### config.mk
export PLATFORM = sky130hd
export DESIGN_NAME = irq_ctrl_flat
export DESIGN_NICKNAME = d
export VERILOG_FILES = /design/src/rtl/irq_pkg.sv /design/src/rtl/irq_ctrl_if.sv /design/src/rtl/irq_prio_enc.sv /design/src/rtl/irq_ctrl.sv /design/src/flat_wrapper.sv
export SDC_FILE = /design/constraint.sdc
export NUM_CORES = 1
export LEC_CHECK = 0
export CORE_ASPECT_RATIO = 1.75
export CORE_UTILIZATION = 45
export CTS_CLUSTER_SIZE = 20
export DETAILED_ROUTE_END_ITERATION = 8
export PLACE_DENSITY = 0.89
export SYNTH_ARGS = -nofsm -noshare
export SYNTH_HDL_FRONTEND = slang
export SYNTH_SLANG_ARGS = --single-unit
### constraint.sdc
create_clock -name clk_i -period 3.3 [get_ports clk_i]
set_input_delay 0.495 -clock clk_i [delete_from_list [all_inputs] [get_ports clk_i]]
set_output_delay 0.495 -clock clk_i [all_outputs]
set_load 0.005 [all_outputs]
### src/rtl/irq_pkg.sv
// Shared types for the multi-source interrupt controller.
// Mode encoding matches the CSR field layout of irq_mode_i.
package irq_pkg;

  typedef enum logic [1:0] {
    LEVEL_P  = 2'd0,
    STROBE_N = 2'd1,
    LEVEL_N  = 2'd2,
    STROBE_P = 2'd3
  } irq_mode_t;

  typedef enum logic [1:0] {
    IDLE    = 2'd0,
    STROBE  = 2'd1,
    HOLDOFF = 2'd2
  } strobe_state_t;

  function automatic logic is_active_low(
    input irq_mode_t m
  );
    return (m == STROBE_N) || (m == LEVEL_N);
  endfunction

  function automatic logic is_strobe(
    input irq_mode_t m
  );
    return (m == STROBE_N) || (m == STROBE_P);
  endfunction

endpackage

### src/rtl/irq_ctrl_if.sv
// Source/CSR side bundle of the interrupt controller.
// master = peripheral/CSR side, slave = controller.
interface irq_ctrl_if #(
  parameter int unsigned N_SRC = 32,
  parameter int unsigned ID_W  = 5
);

  logic [N_SRC-1:0] status_i;
  logic [N_SRC-1:0] mask_i;
  logic [N_SRC-1:0] clear_i;
  logic [N_SRC-1:0] pending_o;
  logic [ID_W-1:0]  irq_id_o;
  logic             irq_id_vld_o;
  logic             irq_o;

  modport master (
    output status_i,
    output mask_i,
    output clear_i,
    input  pending_o,
    input  irq_id_o,
    input  irq_id_vld_o,
    input  irq_o
  );

  modport slave (
    input  status_i,
    input  mask_i,
    input  clear_i,
    output pending_o,
    output irq_id_o,
    output irq_id_vld_o,
    output irq_o
  );

endinterface

### src/rtl/irq_prio_enc.sv
// Lowest-index-wins priority encoder, purely combinational.
// id_o is 0 when no request is set; vld_o flags any request.
module irq_prio_enc #(
  parameter int unsigned N_SRC = 32,
  parameter int unsigned ID_W  = 5
) (
  input  logic [N_SRC-1:0] req_i,
  output logic [ID_W-1:0]  id_o,
  output logic             vld_o
);

  always_comb begin
    id_o = '0;
    for (int i = int'(N_SRC) - 1; i >= 0; i--) begin
      if (req_i[i]) begin
        id_o = ID_W'(i);
      end
    end
  end

  assign vld_o = |req_i;

endmodule

### src/rtl/irq_ctrl.sv
// Multi-source interrupt controller: sticky pending, mask, level/strobe IRQ.
// Define IRQ_HOLDOFF_EN to enforce a minimum gap between strobes.
module irq_ctrl #(
  parameter int unsigned N_SRC      = 32,
  parameter int unsigned LEN_W      = 16,
  parameter logic        INIT_VALUE = 1'b0,
  parameter int unsigned ID_W       = (N_SRC > 1) ? $clog2(N_SRC) : 1
) (
  input  logic             clk_i,
  input  logic             arst_n_i,
  input  logic [1:0]       irq_mode_i,
  input  logic [LEN_W-1:0] length_i,
  input  logic [LEN_W-1:0] holdoff_i,
  irq_ctrl_if.slave        bus
);

  import irq_pkg::*;

  logic [N_SRC-1:0] pend_q;
  logic [N_SRC-1:0] pend_d;
  logic [N_SRC-1:0] hit;
  logic [ID_W-1:0]  id_d;
  logic [ID_W-1:0]  id_q;
  logic             vld_d;
  logic             vld_q;
  logic             act;
  logic             evt;

  irq_mode_t        mode;
  irq_mode_t        mode_q;
  logic             mode_vld_q;
  logic             mode_chg;
  logic             low;
  logic             strb_mode;

  strobe_state_t    st_q;
  strobe_state_t    st_d;
  logic [LEN_W-1:0] cnt_q;
  logic [LEN_W-1:0] cnt_d;
  logic [LEN_W-1:0] len_ld;
  logic             flag_q;
  logic             flag_d;
  logic             irq_q;
  logic             irq_d;

  assign mode      = irq_mode_t'(irq_mode_i);
  assign low       = is_active_low(mode);
  assign strb_mode = is_strobe(mode);
  assign mode_chg  = mode_vld_q && (mode != mode_q);

  // Set beats a same-cycle clear so an event is never lost.
  assign pend_d = bus.status_i | (pend_q & ~bus.clear_i);
  assign hit    = pend_d & bus.mask_i;
  assign act    = |hit;
  assign evt    = |(bus.status_i & bus.mask_i);

  assign len_ld = (length_i == '0) ? '0
                : length_i - LEN_W'(1);

  irq_prio_enc #(
    .N_SRC (N_SRC),
    .ID_W  (ID_W)
  ) u_enc (
    .req_i (hit),
    .id_o  (id_d),
    .vld_o (vld_d)
  );

`ifndef IRQ_HOLDOFF_EN
  logic unused_holdoff;
  assign unused_holdoff = ^holdoff_i;
`endif

  always_comb begin
    st_d   = st_q;
    cnt_d  = cnt_q;
    flag_d = flag_q;
    if (mode_chg || !strb_mode) begin
      st_d   = IDLE;
      cnt_d  = '0;
      flag_d = 1'b0;
    end else begin
      unique case (st_q)
        IDLE: begin
          if (evt) begin
            st_d  = STROBE;
            cnt_d = len_ld;
          end
        end
        STROBE: begin
          if (evt) begin
            cnt_d = len_ld;
          end else if (cnt_q != '0) begin
            cnt_d = cnt_q - LEN_W'(1);
          end else begin
`ifdef IRQ_HOLDOFF_EN
            // Exit edge is the first inactive cycle.
            if (holdoff_i != '0) begin
              st_d   = HOLDOFF;
              cnt_d  = holdoff_i - LEN_W'(1);
              flag_d = 1'b0;
            end else begin
              st_d = IDLE;
            end
`else
            st_d = IDLE;
`endif
          end
        end
        HOLDOFF: begin
          if (cnt_q != '0) begin
            cnt_d  = cnt_q - LEN_W'(1);
            flag_d = flag_q | evt;
          end else if (flag_q | evt) begin
            st_d   = STROBE;
            cnt_d  = len_ld;
            flag_d = 1'b0;
          end else begin
            st_d = IDLE;
          end
        end
        default: begin
          st_d   = IDLE;
          cnt_d  = '0;
          flag_d = 1'b0;
        end
      endcase
    end
  end

  assign irq_d = strb_mode ? ((st_d == STROBE) ^ low)
               : (act ^ low);

  always_ff @(posedge clk_i or negedge arst_n_i) begin
    if (!arst_n_i) begin
      pend_q     <= '0;
      id_q       <= '0;
      vld_q      <= 1'b0;
      st_q       <= IDLE;
      cnt_q      <= '0;
      flag_q     <= 1'b0;
      irq_q      <= INIT_VALUE;
      mode_q     <= LEVEL_P;
      mode_vld_q <= 1'b0;
    end else begin
      pend_q     <= pend_d;
      id_q       <= id_d;
      vld_q      <= vld_d;
      st_q       <= st_d;
      cnt_q      <= cnt_d;
      flag_q     <= flag_d;
      irq_q      <= irq_d;
      mode_q     <= mode;
      mode_vld_q <= 1'b1;
    end
  end

  assign bus.pending_o    = pend_q;
  assign bus.irq_id_o     = id_q;
  assign bus.irq_id_vld_o = vld_q;
  assign bus.irq_o        = irq_q;

endmodule

### src/flat_wrapper.sv
// flat-port wrapper written by rule: the top's interface ports become plain ports
module irq_ctrl_flat import irq_pkg::*;
#(
  parameter int unsigned N_SRC      = 32,
  parameter int unsigned LEN_W      = 16,
  parameter logic        INIT_VALUE = 1'b0,
  parameter int unsigned ID_W       = (N_SRC > 1) ? $clog2(N_SRC) : 1
)
  (clk_i, arst_n_i, irq_mode_i, length_i, holdoff_i, bus_status_i, bus_mask_i, bus_clear_i, bus_pending_o, bus_irq_id_o, bus_irq_id_vld_o, bus_irq_o);
  irq_ctrl_if #(.N_SRC(N_SRC), .ID_W(ID_W)) bus_i ();
  input  logic clk_i;
  input  logic arst_n_i;
  input  logic [1:0] irq_mode_i;
  input  logic [LEN_W-1:0] length_i;
  input  logic [LEN_W-1:0] holdoff_i;
  input wire logic [$bits(bus_i.status_i)-1:0] bus_status_i;
  input wire logic [$bits(bus_i.mask_i)-1:0] bus_mask_i;
  input wire logic [$bits(bus_i.clear_i)-1:0] bus_clear_i;
  output wire logic [$bits(bus_i.pending_o)-1:0] bus_pending_o;
  output wire logic [$bits(bus_i.irq_id_o)-1:0] bus_irq_id_o;
  output wire logic [$bits(bus_i.irq_id_vld_o)-1:0] bus_irq_id_vld_o;
  output wire logic [$bits(bus_i.irq_o)-1:0] bus_irq_o;
  assign bus_i.status_i = bus_status_i;
  assign bus_i.mask_i = bus_mask_i;
  assign bus_i.clear_i = bus_clear_i;
  assign bus_pending_o = bus_i.pending_o;
  assign bus_irq_id_o = bus_i.irq_id_o;
  assign bus_irq_id_vld_o = bus_i.irq_id_vld_o;
  assign bus_irq_o = bus_i.irq_o;
  irq_ctrl #(.N_SRC(N_SRC), .LEN_W(LEN_W), .INIT_VALUE(INIT_VALUE), .ID_W(ID_W)) u_core (.clk_i(clk_i), .arst_n_i(arst_n_i), .irq_mode_i(irq_mode_i), .length_i(length_i), .holdoff_i(holdoff_i), .bus(bus_i));
endmodule
==> impl.org, run 1 <==
** Outcome
- The flow ran to the end, and the final reports show no timing, DRC or antenna violations.

** Power and ir drop
- Fraction of power consumed by the clock network :: 41.5%
- Combinational logic burns 23.2% of the power.
- Maximum vdd drop :: 0.000311 V
- Cell internal power was estimated by the tool at 1770 uW.
- Power Total :: 2370 uW
- Sw frac :: 25.1%
- Sequential cell fraction of total power :: 35.2%
- Summed over all nets, the switching power comes to 593 uW.
- For this design the static power due to leakage is 0.00231 uW.
- Total power divided by cell area :: 406 nW/um^2

** Floorplanning
- In this run the vertical extent of the chip is 125 um.
- Area enclosed by the die boundary :: 8960 um^2
- Row count :: 44
- Measured along the x axis, the die boundary spans 72 um.
- The total area inside the core boundary comes to 8310 um^2.
- Initial Util :: 46.4%
- Number of top-level design ports :: 171

** Setup path
- Worst Path Max Fanout :: 16
- The worst setup path is captured at a register.
- The critical path is of the input pin to register type.
- Arrival time at the worst endpoint :: 2.92 ns
- For the worst setup path, the data required time is 3.48 ns.
- The worst setup path is launched from an input pin.

** Clocking
- Number of buffers created by CTS :: 9
- Clock Sink Count :: 61
- Clock tree from TritonCTS :: done
- Counting along the longest clock path gives a buffer depth of 2.
- Worst-skew pair later-pin latency :: 0.32 ns
- The number of hold buffers added after CTS was 0.
- Clock-pin slew was measured on the worst setup and hold paths at 0.05 ns.
- Post-cts repair resize count :: 0
- Level count of the clock H-tree :: 3
- Buffers added to address setup during post-CTS repair amount to 0.
- CTS root buffer :: sky130_fd_sc_hd__clkbuf_16

** Global route
- Global Route Usage Sum :: 29.2%
- The number of antenna violations at the first check in global routing is 0.
- The number of global-route vias before repair is 4405.
- First-pass GRT wire length :: 20.0 mm
- Entering global routing, the biggest net connects 26 pins.
- Total global routing overflow :: 0

** STA
- At the pin with the least slew margin, the transition time is 0.714 ns.
- FMAX :: 0.366 GHz
- Hold is met by 0.0746 ns.
- Setup repair after global routing left no endpoint under its margin.
- Counting I/O delays and the setup requirement, the final critical path takes 2.73 ns.
- Period utilization :: 82.8%
- In the final timing run, aggregate negative setup slack is 0 ns.
- Final Skew :: 0.00532 ns
- Setup violations remaining at the end of the flow were counted as 0.
- Normalized max-slew margin :: 52.4%
- Setup slack after layout :: 0.568 ns
- The hold violation count in the final report was 0.
- The max-slew violation total from the final report came to 0.

** Routing
- Remaining number of nets flagged by the antenna check after routing :: 0
- The detailed router finished its first iteration with 169 violations.
- In the routed design, unresolved DRC markers number 0.
- Total wire length :: 12.2 mm
- After detailed routing, the average wire length per cell comes to 17.1 um.
- The first detailed-routing pass ran for 5 iterations.
- After detailed routing, the number of vias per cell comes to 5.65.
- For this block, the via count after detailed routing is 4037.

** Placed design
- Final estimated routing congestion in global placement :: 0.932
- Number of buffers added on ports :: 154
- Timing analysis after detailed placement gives a worst setup slack of 0.273 ns.
- Placed cell areas :: 5520 um^2
- Once detailed placement completed, the half-perimeter wirelength came to 9.92 mm.

** Logic synthesis
- Cell type contributing the most total cell area after synthesis :: sky130_fd_sc_hd__dfrtp_1
- Part of the Yosys area used for sequential elements :: 39.6%
- Yosys attributes the largest share of cell area to sky130_fd_sc_hd__dfrtp_1 (40%), sky130_fd_sc_hd__o21ai_0 (6.6%), sky130_fd_sc_hd__nor2b_1 (6.0%).
- Portion of synthesized cell area occupied by the leading cell type :: 39.6%
- Post-synthesis area per instance :: 8.95 um^2
- The number of nets in the synthesized netlist is 569.
- Ys flop type :: sky130_fd_sc_hd__dfrtp_1
- The synthesized netlist occupies a cell area of 3860 um^2.
- The netlist uses 57 different library cells.
- Of all flip-flops after synthesis, the portion carrying an async set or reset was 100%.
- Register bit count reported by yosys :: 61
- Number of warnings reported in the yosys synthesis log :: 0
- Gate count of the mapped netlist :: 431
- EDFF count, synth :: 0

** Finish
- Commonest cells after routing, fill and taps aside :: sky130_fd_sc_hd__clkdlybuf4s50_1 (153), sky130_fd_sc_hd__dfrtp_1 (61), sky130_fd_sc_hd__o21ai_0 (51)
- Share of cells above drive strength 1 :: 12.7%
- 0 antenna diodes ended up in the layout.
- Final cell area excluding filler cells :: 5830 um^2
- Leaving out fill and tap cells, the most frequent cell in the layout is sky130_fd_sc_hd__clkdlybuf4s50_1.
- Nets :: 733
- Area delta synth->final :: 51.2%

** Min path
- Path category of the worst min-delay check :: input pin to async pin

** Job
- Maximum capacitance violations :: 0
-- stage by stage --
| step | instances | utilization [%] |
|---|---|---|
| floorplan | 431 | - |
| global placement | 699 | 66.4 |
| detailed placement | 699 | 66.4 |
| CTS | 714 | 70.2 |
| global route | 714 | 70.2 |
| finish | 714 | 70.2 |
-- cell usage after synthesis (2+ instances only) --
library cell                number
sky130_fd_sc_hd__a2bb2oi_2       3
sky130_fd_sc_hd__nor4_1          4
sky130_fd_sc_hd__xnor2_1        12
sky130_fd_sc_hd__clkbuf_1        3
sky130_fd_sc_hd__xor2_1          6
sky130_fd_sc_hd__and3_1          2
sky130_fd_sc_hd__nand2_1        30
sky130_fd_sc_hd__nand3_1         9
sky130_fd_sc_hd__a21oi_1        13
sky130_fd_sc_hd__o22a_1          8
sky130_fd_sc_hd__o32a_1          4
sky130_fd_sc_hd__nor2b_1        37
sky130_fd_sc_hd__nor2_2          2
sky130_fd_sc_hd__buf_8           2
sky130_fd_sc_hd__a22oi_1        16
sky130_fd_sc_hd__or2_2          33
sky130_fd_sc_hd__or4_4           2
sky130_fd_sc_hd__o21ai_1        12
sky130_fd_sc_hd__nor4_4          2
sky130_fd_sc_hd__a31oi_1         6
sky130_fd_sc_hd__a2bb2oi_1       2
sky130_fd_sc_hd__dfrtp_1        61
sky130_fd_sc_hd__ha_1            6
sky130_fd_sc_hd__nor3_1         11
sky130_fd_sc_hd__o21ai_2         2
sky130_fd_sc_hd__inv_1           9
sky130_fd_sc_hd__a211oi_1        2
sky130_fd_sc_hd__nor3_2          2
sky130_fd_sc_hd__a21boi_0        4
sky130_fd_sc_hd__nor2_1         34
sky130_fd_sc_hd__o21ai_0        51
sky130_fd_sc_hd__nand4_1        11
sky130_fd_sc_hd__nand2b_1        6
-- state kept, by name, summed over array words and instances (netlist names), 2 cells and up --
| register | flops |
|---|---|
| u_core.bus.irq_id_o | 5 |
| u_core.bus.pending_o | 32 |
| u_core.cnt_q | 16 |
| u_core.mode_q | 2 |
| u_core.st_q | 2 |
-- final timing paths --
check	from	end	slack [ns]	cells after the start
setup / recovery	bus_mask_i[22]	u_core.cnt_q[7]$_DFFE_PN0P_	0.57	8
max in group asynchronous	arst_n_i	u_core.bus.pending_o[26]$_DFF_PN0_	2.57	2
setup reg to reg	u_core.cnt_q[6]$_DFFE_PN0P_	u_core.cnt_q[8]$_DFFE_PN0P_	0.70	6
hold reg to reg	u_core.cnt_q[1]$_DFFE_PN0P_	u_core.cnt_q[1]$_DFFE_PN0P_	0.52	2
hold / removal	arst_n_i	u_core.bus.irq_id_o[3]$_DFF_PN0_	0.07	1
min in group clk_i	u_core.cnt_q[1]$_DFFE_PN0P_	u_core.cnt_q[1]$_DFFE_PN0P_	0.52	2
-- routing by layer --
metal	GRT usage (%)	routed length, um	vias to the layer above
met5	0	0	-
met4	15.9	533	0
met3	6.15	634	42
met2	55.6	6960	177
met1	27.7	4080	1923
li1	-	-	1895
-- area by class of cell --
type	instances	area [um^2]
repair buffers	161	1590
clock buffers	10	239
well taps	115	144
clock inverters	5	75.1
inverters	9	33.8
multi-input cells	353	2230
flip-flops and latches	61	1530
fillers	632	2480
-- worst max-delay path, stage by stage --
cell and delay, ns:
sky130_fd_sc_hd__clkdlybuf4s50_1 0.44, sky130_fd_sc_hd__a22oi_1 0.34, sky130_fd_sc_hd__nand4_1 0.22, sky130_fd_sc_hd__nor4_4 0.53, sky130_fd_sc_hd__nor2_1 0.14, sky130_fd_sc_hd__o22ai_4 0.41, sky130_fd_sc_hd__o22a_1 0.25, sky130_fd_sc_hd__o21ai_0 0.08
-- cell families (layout without fill, tap and decap cells) --
group                    Yosys count  after routing  share of synthesized area [%]
XOR/XNOR                          18             18                           4.09
AND/OR/NAND/NOR                  192            192                           28.0
other                              1              1                         0.0972
buffers and inverters             17            185                           2.72
flip-flops                        61             61                           39.6
AO/OA/AOI/OAI                    136            136                           23.5
adder cells (fa/ha/maj)            6              6                           1.95
-- power groups by stage --
stage	sequential, uW	combinational, uW	clock, uW
global placement	843	531	0
global route	840	597	1040
CTS	834	550	1000
detailed placement	845	546	0
floorplan	839	233	0
finish	834	550	983
Power figures use the tool's default switching activity.
==> inputs of run 2 (changes only) <==
- CORE_UTILIZATION: 45 -> 39
- PLACE_DENSITY: 0.89 -> 0.82
- clock period: 3.3 -> 2.3 ns (I/O delays scaled with it)
==> run 2 against run 1 <==
Count of clock-buffer cells in the layout increased by 3. Clock power increased by 51%. Register-to-register slack got worse by 0.64 ns. First-iteration DRC count decreased by 18%. Largest power group unchanged. Via count increased by 11%. Sequential power increased by 43%. Setup slack got worse by 0.51 ns. Worst hold slack got worse by 0.034 ns. Highest routed layer unchanged. Critical path depth increased by 1. Final area increased by 17%.
==> impl.org, run 2 (synthesis results as in run 1) <==
** Routing
- Remaining number of nets flagged by the antenna check after routing :: 0 (unchanged)
- The number of vias after detailed routing is 4499 (+11%).
- Total wire length :: 14.1 mm (+16%)
- The detailed-route wire length per cell was 17.1 um (+0.28%).
- DR iter-0 viols :: 139 (-18%)
- The average via count per standard cell came to 5.45 (-3.6%).
- Count of unresolved DRC violations after routing :: 0 (unchanged)
- First-pass DRT Iterations :: 5 (unchanged)

** Power and ir drop
- Maximum vdd drop :: 0.000397 V (+27%)
- The standby leakage power was 0.00295 uW (+28%).
- Total power divided by cell area :: 538 nW/um^2 (+32%)

** STA
- FMAX :: 0.447 GHz
- The max-slew violation total from the final report was 0 (unchanged).
- The headroom to the max-slew limit is 57.0% (+4.6 points).
- Period utilization :: 97.3%
- The smallest clock period supported by the final layout is computed as 2.24 ns.
- Total of endpoints with negative setup slack in the final report :: 0 (unchanged)
- Final Skew :: 0.00863 ns (+0.00330 ns)
- Transition time of the tightest slew-check pin :: 0.645 ns (-0.0696 ns)
- The hold violation count in the final report is 0 (unchanged).
- The setup slack of the critical path after layout came to 0.0617 ns (-0.506 ns).
- Final-layout setup total negative slack :: 0 ns (unchanged)
- The worst hold margin was 0.0411 ns (-0.0335 ns).
- Setup repair after global routing could not meet its margin everywhere.

** Outcome
- Status :: finished clean

** Placed design
- The routability congestion estimate was 1.01 (+8.6%).
- The number of buffers inserted by port buffering is 154 (unchanged).
- HPWL reported at the end of detailed placement :: 11.0 mm (+11%)
- The placed instance area was 6280 um^2 (+14%).
- The worst setup timing slack at the placement stage came to -0.368 ns (-0.641 ns).

** Setup path
- The maximum fanout count along the critical path came to 7 (-9).
- Required time worst endpoint :: 2.55 ns (-0.93 ns)
- STA classifies the critical path endpoint as a register.
- Arrival time at the worst endpoint :: 2.49 ns (-0.43 ns)
- The critical path is of the input pin to register type.
- The worst setup path is launched from an input pin.

** Job
- The number of max-cap violations is 0 (unchanged).

** Global route
- The total track usage was 27.8% (-1.4 points).
- Vias in the first global route :: 4738 (+7.6%)
- The total congestion overflow came to 0 (unchanged).
- The wire length of the first global-routing pass came to 22.0 mm (+9.6%).
- Antenna violations before repair :: 0 (unchanged)
- The largest net degree at the start of global routing was 28 (+7.7%).

** Finish
- Nets :: 836 (+14%)
- The share of final-layout standard cells stronger than drive strength 1 was 27.9% (+15 points).
- The number of flip-flops in the largest register is 32 (unchanged).
- Commonest cells after routing, fill and taps aside :: sky130_fd_sc_hd__clkdlybuf4s50_1 (139), sky130_fd_sc_hd__buf_4 (102), sky130_fd_sc_hd__dfrtp_1 (61)
- The antenna cell count is 0 (unchanged).
- The library cell used most frequently in the layout, excluding fill and tap cells, is sky130_fd_sc_hd__clkdlybuf4s50_1.
- Area delta synth->final :: 77.2%
- Final cell area excluding filler cells :: 6840 um^2 (+17%)

** Floorplanning
- The initial core utilization came to 40.5% (-5.9 points).
- Row count :: 47 (+6.8%)
- Area of the placeable core :: 9530 um^2 (+15%)
- Number of top-level design ports :: 171 (unchanged)
- The area enclosed by the die boundary was 10300 um^2 (+15%).
- The horizontal extent of the die was 77.2 um (+7.2%).
- The die extent in y came to 134 um (+7.3%).

** Clocking
- Clock buffer depth :: 2 (unchanged)
- TritonCTS built the clock tree.
- The clock slew at the register clock pins of the worst setup and hold paths came to 0.05 ns (about the same).
- Number of buffers created by CTS :: 9 (unchanged)
- The clock insertion delay at the later pin of the skew report was 0.33 ns (about the same).
- Level count of the clock H-tree :: 3 (unchanged)
- The clock sink total is 61 (unchanged).
- The tree is rooted in a sky130_fd_sc_hd__clkbuf_16.

** Min path
- Path category of the worst min-delay check :: input pin to async pin
-- run 2: cell types whose count changed in the layout (fill, tap and decap cells not counted), moves of 4 or more --
cell                              change
sky130_fd_sc_hd__buf_4               +95
sky130_fd_sc_hd__a22oi_1              -8
sky130_fd_sc_hd__clkdlybuf4s50_1     -14
sky130_fd_sc_hd__a22oi_2              +9
sky130_fd_sc_hd__buf_12               +4
sky130_fd_sc_hd__o21ai_0              -4
sky130_fd_sc_hd__dlymetal6s2s_1      +14
-- run 2: where the power goes --
part / internal, uW / total (uW) / switching [uW]
logic: 578 / 1000 / 426
registers: 1140 / 1190 / 48.8
clock network: 1010 / 1480 / 473
-- run 2: path summary, 6_finish.rpt --
path,from,to,slack [ns],cells past startpoint
max,bus_mask_i[7],u_core.cnt_q[6]$_DFFE_PN0P_,0.06,9
min,arst_n_i,u_core.bus.pending_o[23]$_DFF_PN0_,0.04,1
max reg2reg,u_core.cnt_q[4]$_DFFE_PN0P_,u_core.cnt_q[13]$_DFFE_PN0P_,0.06,7
min reg2reg,u_core.cnt_q[15]$_DFFE_PN0P_,u_core.cnt_q[15]$_DFFE_PN0P_,0.57,2
max in group asynchronous,arst_n_i,u_core.cnt_q[4]$_DFFE_PN0P_,1.64,2
min in group clk_i,bus_status_i[18],u_core.bus.pending_o[18]$_DFF_PN0_,0.29,2
-- run 2: what timing repair did --
| item | in CTS | in global routing |
|---|---|---|
| endpoints found under the setup margin | 17 | 18 |
| pin swaps | 2 | 20 |
| hold buffers | 0 | 0 |
| cloned | 0 | 1 |
| resized for setup | 2 | 43 |
| setup buffers | 1 | 7 |
-- run 2: cell type report --
type / count / area, um^2
Timing Repair Buffer: 263 / 2450
Inverter: 9 / 33.8
Tap cell: 122 / 153
Clock buffer: 13 / 260
Sequential cell: 61 / 1530
Clock inverter: 3 / 67.6
Multi-Input combinational cell: 354 / 2350
Fill cell: 703 / 2690
-- run 2: metal layers --
metal / routed length (um) / GRT usage [%] / part of all wire (%) / vias up
li1: - / - / - / 2109
met1: 4700 / 25.7 / 33 / 2146
met2: 7940 / 54.2 / 56 / 195
met3: 779 / 6.03 / 5.5 / 49
met4: 724 / 15.6 / 5.1 / 0
met5: 0 / 0 / 0 / -
-- run 2: critical path, cell delays in order --
cell and delay, ns:
sky130_fd_sc_hd__clkdlybuf4s50_1 0.45, sky130_fd_sc_hd__a22oi_2 0.21, sky130_fd_sc_hd__nand4_1 0.27, sky130_fd_sc_hd__nor4_4 0.26, sky130_fd_sc_hd__buf_6 0.18, sky130_fd_sc_hd__a22oi_2 0.15, sky130_fd_sc_hd__buf_4 0.19, sky130_fd_sc_hd__o32a_1 0.31
sky130_fd_sc_hd__o21ai_1 0.11
-- run 2: metrics by stage --
stage / instances / util, % / power [uW]
final: 825 / 71.8 / 3680
after global routing: 825 / 71.8 / 3830
after CTS: 817 / 69.6 / 3660
after detailed placement: 800 / 66.0 / 2160
after global placement: 800 / 66.0 / 2140
after floorplan: 431 / - / 1540
==> inputs of run 3 (changes only) <==
- CORE_MARGIN: default -> 3
==> run 3 against run 2 <==
Critical path depth fell by 1. Largest cell class unchanged. Critical path type unchanged. Sequential power barely moved. Highest routed layer unchanged. Cell count fell by 1.2%. Setup slack got worse by 0.015 ns.
==> impl.org, run 3 (synthesis results as in run 1) <==
** Outcome
- Status :: finished clean

** Routing
- Total wire length :: 14.7 mm (+3.9%)
- DR iter-0 viols :: 272 (+96%)
- The number of DRC violations after detailed routing is 0 (unchanged).
- The number of optimization iterations in the first detailed-route pass was 4 (-1).
- The average via count per standard cell was 5.54 (+1.5%).
- The detailed-route wire length per cell came to 18.0 um (+5.2%).
- The residual antenna-violating net count after detailed routing came to 0 (unchanged).
- The number of vias after detailed routing is 4513 (+0.31%).

** Floorplanning
- The number of top-level design ports came to 171 (unchanged).
- Die height :: 138 um (+3.0%)
- Row count :: 47 (unchanged)
- Area of the placeable core :: 9530 um^2 (unchanged)
- Area enclosed by the die boundary :: 11200 um^2 (+8.3%)
- The initial core utilization was 40.5% (unchanged).
- The horizontal extent of the die is 81.2 um (+5.2%).

** Setup path
- STA classifies the critical path startpoint as an input pin.
- Endpoint of the worst register-to-register path :: u_core.cnt_q[5]$_DFFE_PN0P_
- Worst Setup End Kind :: register
- The data arrival time of the worst path was 2.47 ns (-0.02 ns).
- FF-to-FF path depth :: 11 (+4)
- Worst Path Max Fanout :: 5 (-2)
- The startpoint identified for the worst register-to-register timing path is u_core.cnt_q[0]$_DFFE_PN0P_.
- Required time worst endpoint :: 2.52 ns (-0.03 ns)
- Setup slack of the worst register-to-register path :: 0.09 ns (+0.03 ns)
- CP Class :: input pin to register

** Finish
- The number of filler instances in the final layout was 699 (-0.57%).
- Utilization of the core after routing :: 70.5% (-1.2 points)
- The library cell used most frequently in the layout, excluding fill and tap cells, is sky130_fd_sc_hd__clkdlybuf4s50_1.
- The antenna cell count is 0 (unchanged).
- Area delta synth->final :: 74.2%
- The net total in the final layout is 826 (-1.2%).
- Max reg flops :: 32 (unchanged)
- Commonest cells after routing, fill and taps aside :: sky130_fd_sc_hd__clkdlybuf4s50_1 (142), sky130_fd_sc_hd__buf_4 (94), sky130_fd_sc_hd__dfrtp_1 (61)
- Share of cells above drive strength 1 :: 26.8% (-1.0 points)

** Power and ir drop
- The standby leakage power was 0.00285 uW (-3.5%).
- Power Total :: 3550 uW (-3.5%)
- Total power divided by cell area :: 528 nW/um^2 (-1.7%)
- Maximum vdd drop :: 0.000401 V (+1.2%)

** Global route
- Global Route Usage Sum :: 26.9% (-0.84 points)
- Vias in the first global route :: 4878 (+3.0%)
- The wire length of the first global-routing pass came to 22.7 mm (+3.3%).
- The met3 usage in global routing is 6.28% (+0.26 points).
- The total congestion overflow is 0 (unchanged).
- The met1 global-route usage is 25.2% (-0.51 points).
- The number of antenna violations at the first check in global routing is 0 (unchanged).
- The largest net degree at the start of global routing was 27 (-3.6%).
- The global-route track usage on met2 is 50.5% (-3.8 points).
- Global routing's busiest layer :: met2

** Placed design
- HPWL reported at the end of detailed placement :: 11.4 mm (+3.9%)
- The routability congestion estimate is 0.971 (-4.0%).
- Number of buffers added on ports :: 154 (unchanged)

** Clocking
- TritonCTS built the clock tree.
- Worst-skew pair later-pin latency :: 0.33 ns (about the same)
- Clock buffer depth :: 2 (unchanged)
- The number of clock buffers inserted by TritonCTS was 9 (unchanged).
- The depth of the CTS H-tree was 3 (unchanged).
- The hold-fix buffer count after cts came to 0 (unchanged).
- CTS root buffer :: sky130_fd_sc_hd__clkbuf_16
- The clock sink total is 61 (unchanged).
- CTS clk-pin slew, worst paths :: 0.06 ns (about the same)

** STA
- The hold violation count in the final report is 0 (unchanged).
- The worst hold margin came to 0.0518 ns (+0.0107 ns).
- Period utilization :: 98.0% (+0.67 points)
- The max-slew violation total from the final report was 0 (unchanged).
- Total of endpoints with negative setup slack in the final report :: 0 (unchanged)
- The maximum clock frequency was 0.444 GHz (-0.69%).
- The pin slew with the least headroom to its limit is 0.695 ns (+0.0506 ns).
- The shortest period the worst path allows came to 2.25 ns (+0.0155 ns).
- Final Skew :: 0.00530 ns (-0.00333 ns)
- The headroom to the max-slew limit is 53.7% (-3.4 points).

** Job
- The number of max-cap violations came to 0 (unchanged).

** Min path
- In this run the worst hold path is classified as input pin to async pin.
[run 3: changes by cell type in the layout (fill, tap and decap cells not counted), sizes merged, moves of 2 or more]
| cell | before | now |
|---|---|---|
| clkdlybuf4s50 | 139 | 142 |
| clkinvlp | 1 | 3 |
| dlygate4sd2 | 0 | 3 |
| dlymetal6s2s | 14 | 8 |
| clkbuf | 13 | 9 |
| buf | 110 | 101 |
| clkinv | 0 | 2 |
[run 3: worst max-delay path by stage]
stage,from,to,cells after the start
after global placement,bus_mask_i[6],u_core.cnt_q[15]$_DFFE_PN0P_,10
after CTS,u_core.cnt_q[1]$_DFFE_PN0P_,u_core.cnt_q[3]$_DFFE_PN0P_,12
after global routing,u_core.cnt_q[1]$_DFFE_PN0P_,u_core.cnt_q[2]$_DFFE_PN0P_,12
final,length_i[6],u_core.cnt_q[12]$_DFFE_PN0P_,8
after floorplan,length_i[6],u_core.cnt_q[8]$_DFFE_PN0P_,6
after detailed placement,length_i[6],u_core.cnt_q[13]$_DFFE_PN0P_,8
[run 3: layout make-up]
class / instances / area [um^2] / area share [%]
Timing Repair Buffer: 254 / 2370 / 35.3
Clock buffer: 9 / 225 / 3.35
Inverter: 9 / 33.8 / 0.503
Multi-Input combinational cell: 353 / 2340 / 34.8
Clock inverter: 7 / 75.1 / 1.12
Tap cell: 122 / 153 / 2.27
Sequential cell: 61 / 1530 / 22.7
[run 3: stage by stage]
stage	worst slack (ns)	std cells	instance area, um^2	TNS (ns)
floorplan	0.167	431	3860	0
global placement	-0.347	795	6250	-5.33
detailed placement	-0.361	795	6250	-5.35
CTS	0.0156	814	6590	0
global route	-0.0722	815	6720	-0.676
finish	0.0462	815	6720	0
[run 3: repair_timing]
action | CTS | global route
setup endpoints to repair | 14 | 17
resized for setup | 5 | 31
setup buffers | 3 | 1
hold endpoints to repair | 0 | 0
pin swaps | 6 | 14
[run 3: power by group]
group          internal, uW  switching, uW
registers              1140           47.9
clock network           841            525
logic                   566            428
total                  2550           1000
[run 3: metal layers]
layer / up-vias / wire [um]
li1: 2090 / -
met5: - / 0
met3: 67 / 844
met2: 230 / 8110
met1: 2126 / 4850
met4: 0 / 892
[run 3: worst max-delay path, stage by stage]
cell and delay (ns):
sky130_fd_sc_hd__clkdlybuf4s50_1 0.43, sky130_fd_sc_hd__or4_4 0.45, sky130_fd_sc_hd__or4_4 0.51, sky130_fd_sc_hd__nor2_2 0.17, sky130_fd_sc_hd__nand2_1 0.10, sky130_fd_sc_hd__xor2_1 0.23
sky130_fd_sc_hd__o32a_1 0.19, sky130_fd_sc_hd__o21ai_1 0.05
